File: src/rtl/dpram_arbiter_if.sv
// Bus bundle for the three-requester dpram arbiter.
// slave = arbiter side, master = requesters plus the RAM port.
interface dpram_arbiter_if #(
    parameter int ADRW = 8,
    parameter int DATW = 8
);
    logic            req0_valid, req1_valid, req2_valid;
    logic            req0_we,    req1_we,    req2_we;
    logic [ADRW-1:0] req0_addr,  req1_addr,  req2_addr;
    logic [DATW-1:0] req0_wdata, req1_wdata, req2_wdata;
    logic            req0_ready, req1_ready, req2_ready;
    logic            req0_rvalid, req1_rvalid, req2_rvalid;
    logic [DATW-1:0] req0_rdata, req1_rdata, req2_rdata;
    logic            ram_wren;
    logic [ADRW-1:0] ram_address;
    logic [DATW-1:0] ram_data;
    logic [DATW-1:0] ram_q;

    modport slave (
        input  req0_valid, req1_valid, req2_valid,
        input  req0_we, req1_we, req2_we,
        input  req0_addr, req1_addr, req2_addr,
        input  req0_wdata, req1_wdata, req2_wdata,
        output req0_ready, req1_ready, req2_ready,
        output req0_rvalid, req1_rvalid, req2_rvalid,
        output req0_rdata, req1_rdata, req2_rdata,
        output ram_wren, ram_address, ram_data,
        input  ram_q
    );

    modport master (
        output req0_valid, req1_valid, req2_valid,
        output req0_we, req1_we, req2_we,
        output req0_addr, req1_addr, req2_addr,
        output req0_wdata, req1_wdata, req2_wdata,
        input  req0_ready, req1_ready, req2_ready,
        input  req0_rvalid, req1_rvalid, req2_rvalid,
        input  req0_rdata, req1_rdata, req2_rdata,
        input  ram_wren, ram_address, ram_data,
        output ram_q
    );
endinterface

File: src/rtl/dpram_arbiter.sv
// Round-robin share of one synchronous dpram port among three requesters.
// Reads return two cycles after acceptance through a tagged pipeline.
module dpram_arbiter #(
    parameter int ADRW = 8,
    parameter int DATW = 8
) (
    input  logic           clk,
    input  logic           reset,
    dpram_arbiter_if.slave bus
);
    logic [1:0]      last_q, last_d;
    logic            s1_v_q, s1_v_d;
    logic [1:0]      s1_tag_q, s1_tag_d;
    logic [2:0]      rvalid_q, rvalid_d;
    logic [DATW-1:0] rdata_q [3];
    logic [DATW-1:0] rdata_d [3];

    logic [2:0]      vld;
    logic [2:0]      we_a;
    logic [ADRW-1:0] addr_a [3];
    logic [DATW-1:0] wdata_a [3];
    logic [1:0]      idx0, idx1, idx2;
    logic            gnt_any;
    logic [1:0]      gnt_id;
    logic [2:0]      ready;

    function automatic logic [1:0] nxt(input logic [1:0] a);
        nxt = (a == 2'd2) ? 2'd0 : a + 2'd1;
    endfunction

    assign we_a       = {bus.req2_we, bus.req1_we, bus.req0_we};
    assign addr_a[0]  = bus.req0_addr;
    assign addr_a[1]  = bus.req1_addr;
    assign addr_a[2]  = bus.req2_addr;
    assign wdata_a[0] = bus.req0_wdata;
    assign wdata_a[1] = bus.req1_wdata;
    assign wdata_a[2] = bus.req2_wdata;

    // Reset masks every request so nothing reaches the RAM while held.
    always_comb begin
        vld = {bus.req2_valid, bus.req1_valid, bus.req0_valid} & {3{~reset}};
        idx0 = nxt(last_q);
        idx1 = nxt(idx0);
        idx2 = nxt(idx1);
        gnt_any = 1'b1;
        gnt_id  = idx0;
        if (vld[idx0])      gnt_id = idx0;
        else if (vld[idx1]) gnt_id = idx1;
        else if (vld[idx2]) gnt_id = idx2;
        else begin
            gnt_any = 1'b0;
            gnt_id  = 2'd0;
        end
        ready = gnt_any ? (3'b001 << gnt_id) : 3'b000;
    end

    assign bus.req0_ready  = ready[0];
    assign bus.req1_ready  = ready[1];
    assign bus.req2_ready  = ready[2];
    assign bus.ram_wren    = gnt_any & we_a[gnt_id];
    assign bus.ram_address = gnt_any ? addr_a[gnt_id] : '0;
    assign bus.ram_data    = gnt_any ? wdata_a[gnt_id] : '0;

    always_comb begin
        last_d   = gnt_any ? gnt_id : last_q;
        s1_v_d   = gnt_any & ~we_a[gnt_id];
        s1_tag_d = gnt_id;
        rvalid_d = 3'b000;
        rdata_d  = rdata_q;
        if (s1_v_q) begin
            rvalid_d[s1_tag_q] = 1'b1;
            rdata_d[s1_tag_q]  = bus.ram_q;
        end
    end

    always_ff @(posedge clk or posedge reset) begin
        if (reset) begin
            last_q   <= 2'd2;
            s1_v_q   <= 1'b0;
            s1_tag_q <= 2'd0;
            rvalid_q <= 3'b000;
            for (int i = 0; i < 3; i++) rdata_q[i] <= '0;
        end else begin
            last_q   <= last_d;
            s1_v_q   <= s1_v_d;
            s1_tag_q <= s1_tag_d;
            rvalid_q <= rvalid_d;
            rdata_q  <= rdata_d;
        end
    end

    assign bus.req0_rvalid = rvalid_q[0];
    assign bus.req1_rvalid = rvalid_q[1];
    assign bus.req2_rvalid = rvalid_q[2];
    assign bus.req0_rdata  = rdata_q[0];
    assign bus.req1_rdata  = rdata_q[1];
    assign bus.req2_rdata  = rdata_q[2];
endmodule
File: src/flat_wrapper.sv
// flat-port wrapper written by rule: the top's interface ports become plain ports
module dpram_arbiter_flat 
#(
    parameter int ADRW = 8,
    parameter int DATW = 8
)
  (clk, reset, bus_req0_valid, bus_req1_valid, bus_req2_valid, bus_req0_we, bus_req1_we, bus_req2_we, bus_req0_addr, bus_req1_addr, bus_req2_addr, bus_req0_wdata, bus_req1_wdata, bus_req2_wdata, bus_req0_ready, bus_req1_ready, bus_req2_ready, bus_req0_rvalid, bus_req1_rvalid, bus_req2_rvalid, bus_req0_rdata, bus_req1_rdata, bus_req2_rdata, bus_ram_wren, bus_ram_address, bus_ram_data, bus_ram_q);
  dpram_arbiter_if #(.ADRW(ADRW), .DATW(DATW)) bus_i ();
  input  logic clk;
  input  logic reset;
  input wire logic [$bits(bus_i.req0_valid)-1:0] bus_req0_valid;
  input wire logic [$bits(bus_i.req1_valid)-1:0] bus_req1_valid;
  input wire logic [$bits(bus_i.req2_valid)-1:0] bus_req2_valid;
  input wire logic [$bits(bus_i.req0_we)-1:0] bus_req0_we;
  input wire logic [$bits(bus_i.req1_we)-1:0] bus_req1_we;
  input wire logic [$bits(bus_i.req2_we)-1:0] bus_req2_we;
  input wire logic [$bits(bus_i.req0_addr)-1:0] bus_req0_addr;
  input wire logic [$bits(bus_i.req1_addr)-1:0] bus_req1_addr;
  input wire logic [$bits(bus_i.req2_addr)-1:0] bus_req2_addr;
  input wire logic [$bits(bus_i.req0_wdata)-1:0] bus_req0_wdata;
  input wire logic [$bits(bus_i.req1_wdata)-1:0] bus_req1_wdata;
  input wire logic [$bits(bus_i.req2_wdata)-1:0] bus_req2_wdata;
  output wire logic [$bits(bus_i.req0_ready)-1:0] bus_req0_ready;
  output wire logic [$bits(bus_i.req1_ready)-1:0] bus_req1_ready;
  output wire logic [$bits(bus_i.req2_ready)-1:0] bus_req2_ready;
  output wire logic [$bits(bus_i.req0_rvalid)-1:0] bus_req0_rvalid;
  output wire logic [$bits(bus_i.req1_rvalid)-1:0] bus_req1_rvalid;
  output wire logic [$bits(bus_i.req2_rvalid)-1:0] bus_req2_rvalid;
  output wire logic [$bits(bus_i.req0_rdata)-1:0] bus_req0_rdata;
  output wire logic [$bits(bus_i.req1_rdata)-1:0] bus_req1_rdata;
  output wire logic [$bits(bus_i.req2_rdata)-1:0] bus_req2_rdata;
  output wire logic [$bits(bus_i.ram_wren)-1:0] bus_ram_wren;
  output wire logic [$bits(bus_i.ram_address)-1:0] bus_ram_address;
  output wire logic [$bits(bus_i.ram_data)-1:0] bus_ram_data;
  input wire logic [$bits(bus_i.ram_q)-1:0] bus_ram_q;
  assign bus_i.req0_valid = bus_req0_valid;
  assign bus_i.req1_valid = bus_req1_valid;
  assign bus_i.req2_valid = bus_req2_valid;
  assign bus_i.req0_we = bus_req0_we;
  assign bus_i.req1_we = bus_req1_we;
  assign bus_i.req2_we = bus_req2_we;
  assign bus_i.req0_addr = bus_req0_addr;
  assign bus_i.req1_addr = bus_req1_addr;
  assign bus_i.req2_addr = bus_req2_addr;
  assign bus_i.req0_wdata = bus_req0_wdata;
  assign bus_i.req1_wdata = bus_req1_wdata;
  assign bus_i.req2_wdata = bus_req2_wdata;
  assign bus_req0_ready = bus_i.req0_ready;
  assign bus_req1_ready = bus_i.req1_ready;
  assign bus_req2_ready = bus_i.req2_ready;
  assign bus_req0_rvalid = bus_i.req0_rvalid;
  assign bus_req1_rvalid = bus_i.req1_rvalid;
  assign bus_req2_rvalid = bus_i.req2_rvalid;
  assign bus_req0_rdata = bus_i.req0_rdata;
  assign bus_req1_rdata = bus_i.req1_rdata;
  assign bus_req2_rdata = bus_i.req2_rdata;
  assign bus_ram_wren = bus_i.ram_wren;
  assign bus_ram_address = bus_i.ram_address;
  assign bus_ram_data = bus_i.ram_data;
  assign bus_i.ram_q = bus_ram_q;
  dpram_arbiter #(.ADRW(ADRW), .DATW(DATW)) u_core (.clk(clk), .reset(reset), .bus(bus_i));
endmodule
File: config.mk
export PLATFORM = sky130hd
export DESIGN_NAME = dpram_arbiter_flat
export DESIGN_NICKNAME = d
export VERILOG_FILES = /design/src/rtl/dpram_arbiter_if.sv /design/src/rtl/dpram_arbiter.sv /design/src/flat_wrapper.sv
export SDC_FILE = /design/constraint.sdc
export NUM_CORES = 1
export LEC_CHECK = 0
export BUFFER_PORTS_ARGS = -buffer_cell sky130_fd_sc_hd__buf_2
export CAP_MARGIN = 25
export CORE_ASPECT_RATIO = 0.5
export CORE_MARGIN = 4
export CORE_UTILIZATION = 30
export CTS_BUF_LIST = sky130_fd_sc_hd__clkbuf_2 sky130_fd_sc_hd__clkbuf_4 sky130_fd_sc_hd__clkbuf_8
export CTS_CLUSTER_DIAMETER = 60
export CTS_CLUSTER_SIZE = 16
export DETAILED_ROUTE_END_ITERATION = 6
export GPL_TIMING_DRIVEN = 0
export PLACE_DENSITY = 0.68
export SYNTH_ARGS = -nofsm -noshare
export SYNTH_HDL_FRONTEND = slang
export SYNTH_SLANG_ARGS = --single-unit
File: constraint.sdc
create_clock -name clk -period 2.5 [get_ports clk]
set_input_delay 0.5 -clock clk [delete_from_list [all_inputs] [get_ports clk]]
set_output_delay 0.5 -clock clk [all_outputs]
set_load 0.05 [all_outputs]
=== Word level (Yosys, flattened, before mapping) ===
Index checks and enable logic that the tools add are counted.

* Register bits after elaboration: 32
* Bits in latches: 0
* RAM bits: 0
* Bits in read-only memories: 0
* Bits of input ports: 64
* Output and inout port bits: 47
* Word-level logic and storage cells: 64
* Memories kept: 0

* Add/sub/neg operators: 3
* Multiply operators: 0
* Divide/modulo/power cells: 0
* Order comparisons: 9
* Equality and inequality tests: 3
* Shift operators: 1
* Mux-type cells: 32
* Bitwise logic cells: 7
* Reduce and logical (&&, ||, !) cells: 2

{| class="wikitable"
|+ Operators with widths
! cell !! count
|-
| two-way mux 8 bit || 7
|-
| binary-select mux 8 bit (select 2 bit) || 2
|-
| bitwise mux 24 bit || 1
|-
| demux 8 bit (select 2 bit) || 1
|-
| less-than comparator 2 x 3 -> 1 bit (second input constant) || 5
|-
| two-way mux 2 bit || 6
|-
| binary-select mux 1 bit (select 2 bit) || 4
|-
| two-way mux 1 bit || 8
|-
| adder 2 x 1 -> 2 bit (second input constant) || 3
|-
| equality test 2 bit (second input constant) || 3
|-
| >= comparator 3 bit (second input constant) || 2
|-
| two-way mux 3 bit || 2
|-
| NOT 2 -> 3 bit || 2
|-
| AND 3 bit || 1
|-
| less-than comparator 3 x 1 -> 1 bit (second input constant) || 1
|-
| << shifter 1 x 2 -> 3 bit (first input constant) || 1
|-
| AND 1 bit || 2
|-
| demux 1 bit (select 2 bit) || 1
|-
| >= comparator 2 x 1 -> 1 bit (second input constant) || 1
|-
| logical AND 1 bit || 2
|-
| NOT 1 bit || 2
|}

=== Longest topological paths before layout ===
* Depth after elaboration: 16
* Depth in mapped cells: 6

=== Least setup slack after synthesis ===
Ideal clock, no wire load.

* Path kind: in2out
* Start point: input port reset
* End point: output port bus_ram_wren
* Data arrival time: 2648 ps
* Data required time: 2000 ps
* Setup slack: -648 ps
* Stages on the path: 4
* Path through: inv_1 -> o211a_1 -> a21o_4 -> o31ai_1

* Longest elaborated chain between the ends: 10
* Elaborated cells between the ends (all ways): 17
* Classes of those cells: 14 x mux; 3 x bitwise

{| class="wikitable"
|+ RTL lines
! what !! line !! source
|-
| start: declaration || flat_wrapper.sv:10 || <nowiki>input logic reset;</nowiki>
|-
| NOT 1 bit * || dpram_arbiter.sv:41 || <nowiki>vld = {bus.req2_valid, bus.req1_valid, bus.req0_valid} & {3{~reset}};</nowiki>
|-
| AND 3 bit * || dpram_arbiter.sv:41 ||
|-
| binary-select mux 1 bit (select 2 bit) || dpram_arbiter.sv:49 || <nowiki>else if (vld[idx2]) gnt_id = idx2;</nowiki>
|-
| two-way mux 1 bit (not written as such) || dpram_arbiter.sv:49 ||
|-
| two-way mux 2 bit || dpram_arbiter.sv:49 ||
|-
| two-way mux 2 bit || dpram_arbiter.sv:48 || <nowiki>else if (vld[idx1]) gnt_id = idx1;</nowiki>
|-
| two-way mux 2 bit || dpram_arbiter.sv:47 || <nowiki>if (vld[idx0]) gnt_id = idx0;</nowiki>
|-
| binary-select mux 1 bit (select 2 bit) || dpram_arbiter.sv:60 || <nowiki>assign bus.ram_wren = gnt_any & we_a[gnt_id];</nowiki>
|-
| two-way mux 1 bit (not written as such) || dpram_arbiter.sv:60 ||
|-
| AND 1 bit * || dpram_arbiter.sv:60 ||
|-
| end: declaration || flat_wrapper.sv:32 || <nowiki>output wire logic [$bits(bus_i.ram_wren)-1:0] bus_ram_wren;</nowiki>
|}

Every way passes the cells marked *; elsewhere a longest branch is shown, timed or not. The select of a mux whose other input is x is not followed.

=== Worst setup path after layout ===
* Start point: register u_core.last_q[1]
* End point: output port bus_ram_data[5]

* Longest elaborated chain between the ends: 16
* Elaborated cells between the ends (all ways): 26
* Classes of those cells: 3 x add/sub; 3 x eq/ne; 19 x mux; 1 x bitwise

{| class="wikitable"
|+ RTL lines
! what !! line !! source
|-
| start: declaration || dpram_arbiter.sv:11 || <nowiki>logic [1:0] last_q, last_d;</nowiki>
|-
| start signal: assignment || dpram_arbiter.sv:84 || <nowiki>last_q <= last_d;</nowiki>
|-
| adder 2 x 1 -> 2 bit or equality test 2 bit (tied branches) || dpram_arbiter.sv:28 || <nowiki>nxt = (a == 2'd2) ? 2'd0 : a + 2'd1;</nowiki>
|-
| two-way mux 2 bit * || dpram_arbiter.sv:28 ||
|-
| adder 2 x 1 -> 2 bit or equality test 2 bit (tied branches) || dpram_arbiter.sv:28 ||
|-
| two-way mux 2 bit || dpram_arbiter.sv:28 ||
|-
| adder 2 x 1 -> 2 bit or equality test 2 bit (tied branches) || dpram_arbiter.sv:28 ||
|-
| two-way mux 2 bit || dpram_arbiter.sv:28 ||
|-
| binary-select mux 1 bit (select 2 bit) || dpram_arbiter.sv:49 ||
|-
| two-way mux 1 bit (not written as such) || dpram_arbiter.sv:49 ||
|-
| two-way mux 2 bit || dpram_arbiter.sv:49 ||
|-
| two-way mux 2 bit || dpram_arbiter.sv:48 ||
|-
| two-way mux 2 bit * || dpram_arbiter.sv:47 ||
|-
| named net u_core.gnt_id[1] || dpram_arbiter.sv:24 || <nowiki>logic [1:0] gnt_id;</nowiki>
|-
| NOT 2 -> 3 bit (not written as such) * || dpram_arbiter.sv:62 || <nowiki>assign bus.ram_data = gnt_any ? wdata_a[gnt_id] : '0;</nowiki>
|-
| binary-select mux 8 bit (select 2 bit) * || dpram_arbiter.sv:62 ||
|-
| two-way mux 8 bit (not written as such) * (2 in a row) || dpram_arbiter.sv:62 ||
|-
| two-way mux 8 bit * || dpram_arbiter.sv:62 ||
|-
| end: declaration || flat_wrapper.sv:34 || <nowiki>output wire logic [$bits(bus_i.ram_data)-1:0] bus_ram_data;</nowiki>
|}

The timed path passes the listed nets; every way through them passes the cells marked *. The select of a mux whose other input is x is not followed.

==> summary by stage <==
Worst setup path
For the worst setup path, the data arrival time is 1.94 ns. The category of the worst setup path capture point is an output pin. The data required time of the critical path is 2.00 ns. The startpoint class of the critical path is a flip-flop. Of all nets on the critical path, the largest fanout is 10. The category of the critical setup timing path is reg2out.

CTS
Clock tree synthesis inserted a total of 5 buffers. The TritonCTS clock tree is done. The insertion delay of the later-clocked pin in the worst-skew pair is 0.28 ns. The maximum buffer depth of the clock tree is 2. The root buffer cell chosen for the clock tree is clkbuf_8. The H-tree was split into 2 levels. Counting every sink on the clock net gives 32. The clock slew seen by the registers of the worst setup and hold paths is approximately 0.06 ns.

Final layout
The filler cells instantiated in the layout total 471. The number of antenna diodes is 0. The final layout contains 358 nets.

The proportion of layout cells with a drive suffix above 1 is 56.9%. The area growth from synthesis to layout is 67.5%. The most common library cell in the layout ignoring fill and taps is buf_2. In the layout the commonest cells are buf_2 (101), nand2_1 (64), dfrtp_1 (31), buf_6 (12), o21ai_4 (9).

Floorplan
The die area is ~0.0067 mm^2. The count of standard-cell rows is 18. The number of top-level pins is ~110. The horizontal die dimension is 112 um. The initial core utilization is a little under a third. The vertical die dimension is 59.8 um.

The core region is 0.00504 mm^2.

GRT
The total congestion overflow after global routing is 0. The number of global-route vias before repair is 1727. The wire length of the first global-routing pass is 8.09 mm.

The initial antenna violation count came to 0. The met1 track demand over resource in global routing is 18.8%. met2 is the most crowded layer. Global routing consumed, on the met3 layer, 4.15% of the routing resources. For this run, global-route usage on met2 was measured as 26.4%. Entering global routing, the biggest net connects 20 pins. The aggregate global-route resource usage is between 10% and 20%.

Synth
Synthesis produced a netlist with a net count of about 240. Synthesis inferred 32 register bits. After synthesis the cells add up to 0.00161 mm^2. The most common flop cell mapped by yosys is dfrtp_1.

The post-synthesis xor/xnor area fraction is 0%. The count of different cell masters after synthesis is 29. The count of yosys warnings during synthesis is 0. The number of enable flip-flop cells after synthesis is 0. Of the total synthesized cell area, the portion taken by full adders, half adders and majority gates is 0%. Summing the areas of all compound-gate instances in the mapped netlist gives 19.9% of the synthesized area. The sequential share of the synthesized area is between 40 and 50%.

The multiplexer fraction of the synthesized cell area is 5.60%. The average size of a mapped cell is 9.40 um^2. After Yosys synthesis, and, or, nand and nor cells account for 19.6% of the synthesized area. The dominant combinational cell family by area after synthesis is compound AO/OA/AOI/OAI gates. Synthesis produced a netlist whose cell count is roughly 170. The post-synthesis async set-or-reset flop share is 100%.

STA
The number of pins exceeding their max-slew limit in the final report is 0. Setup repair after global routing could not meet its margin everywhere. The final critical delay including setup and external delays is 2.44 ns.

Summed over all failing endpoints, the final setup total negative slack is 0 ns. The final critical path takes up 97.7% of the cycle. The number of setup violations in the final report is 0. Static timing analysis puts the maximum clock frequency at between 400 and 500 MHz. The final setup skew is 0.00417 ns. The worst pin sits at a relative slew slack of 71.7%. The total count of hold-check failures in the final report is 0. The least setup slack across all paths after layout is approximately 0.058 ns. At the pin with the least slew margin, the transition time is 0.424 ns.

Power and ir drop
The peak supply drop is between 500 and 600 uV. The leakage power is 1.38 nW. The total power per unit cell area is a little over 900 mW/mm^2.

Hold path
The path class of the lowest-slack min-delay path is in2async.

Routing
The via count of the routed design is 1739. The first-iteration detailed-routing DRC count is 39. Dividing the detail-routed via count by the number of cells gives 4.76. In the final routed layout, each cell accounts on average for 14.1 um. The number of detailed-routing iterations run before antenna repair is 4.

The final wirelength is roughly 5.1 mm. The number of nets with antenna violations after routing is 0. In the routed design, unresolved DRC markers number 0.

Place
Routability-driven placement finished with a final weighted congestion of 0.716. The half-perimeter wire length of the detailed placement result is 3.95 mm. The number of buffers added on ports is 110. The setup slack at placement is -0.298 ns.

Flow run
The number of max-capacitance violations reported is 0.

Outcome
The flow ran to the end, and the final reports show no timing, DRC or antenna violations.
## flip-flops by register name, indices dropped and copies added, names as in the netlist
name	flops
u_core.bus.req0_rdata	8
u_core.bus.req1_rdata	8
u_core.bus.req2_rdata	8
u_core.rvalid_q	3
u_core.last_q	2
u_core.s1_tag_q	2
u_core.s1_v_q	1
## area by class of cell
type                    instances  area, um^2  share of cell area (%)
clock inverters                 2        10.0                   0.372
multi-input cells             126         920                    34.1
repair buffers                117         697                    25.9
clock buffers                   6        82.6                    3.07
inverters                       4        18.8                   0.697
flip-flops and latches         32         802                    29.8
well taps                      70        87.6                    3.25
plain buffers                   8        76.3                    2.83
## Yosys cell counts, types with 2 or more instances
cell type  count  share of area, %
buf_6          3               2.1
dfrtp_1       31                48
a32oi_1       16               8.7
buf_2          4               1.2
nand2_1       64                15
and2_1         2              0.78
mux2_2         8               5.6
o21ai_0        7               2.2
clkinv_1       2              0.47
nor2b_1        3               1.2
o211a_1        3               1.9
inv_1          2              0.47
nand3b_1       2              0.93
o21ai_1        9               2.8
## critical path: stages, from the launching register on
cell and delay, ns:
dfstp_2 0.57, a21oi_2 0.07, o211a_1 0.26, buf_6 0.15, buf_6 0.15, a32oi_2 0.21
o21ai_4 0.09, buf_6 0.16
## power breakdown
group	leakage [nW]	total [mW]	switching, mW	internal, mW
registers	0.388	0.759	0.0804	0.679
clock network	0.0510	0.403	0.183	0.219
logic	0.941	1.36	0.984	0.373
total	1.38	2.52	1.25	1.27
## metal layers
metal,routed length [um],vias up
met3,351,7
met4,72,0
met5,0,-
met2,2560,65
met1,2150,823
li1,-,844
## worst paths after layout
check                           cells past startpoint  slack, ns                     start                        to
worst max-delay path                                7       0.06          u_core.last_q[1]           bus_ram_data[5]
worst min register to register                      2       0.47  u_core.bus.req2_rdata[3]  u_core.bus.req2_rdata[3]
max in group asynchronous                           4       1.77                     reset          u_core.last_q[1]
min in group clk                                    3       0.43              bus_ram_q[6]  u_core.bus.req1_rdata[6]
worst max register to register                      5       0.96          u_core.last_q[1]             u_core.s1_v_q
worst min-delay path                                3       0.30                     reset  u_core.bus.req1_rdata[7]
## logic make-up (layout without fill, tap and decap cells)
| kind of cell | Yosys count | count (layout) |
|---|---|---|
| AO/OA/AOI/OAI | 42 | 42 |
| AND/OR/NAND/NOR | 76 | 76 |
| flip-flops | 32 | 32 |
| multiplexers | 8 | 8 |
| buffers and inverters | 13 | 137 |
## per-stage QoR
step / utilization (%) / instance area [um^2] / power, mW / hold slack, ns / std cells
after floorplan: - / 1730 / 1.73 / 0.464 / 171
after global placement: 46.9 / 2370 / 2.03 / 0.457 / 351
after detailed placement: 47.5 / 2400 / 2.06 / 0.461 / 352
after CTS: 50.4 / 2540 / 2.49 / 0.292 / 360
after global routing: 53.4 / 2690 / 2.66 / 0.323 / 365
final: 53.4 / 2690 / 2.52 / 0.298 / 365
## timing repair
item,in CTS,in global routing
gates resized for setup,14,22
setup endpoints to repair,18,17
hold buffers,0,0
setup buffers,1,5
pin swaps,0,2
No activity file was read; power rests on OpenSTA's default activity.
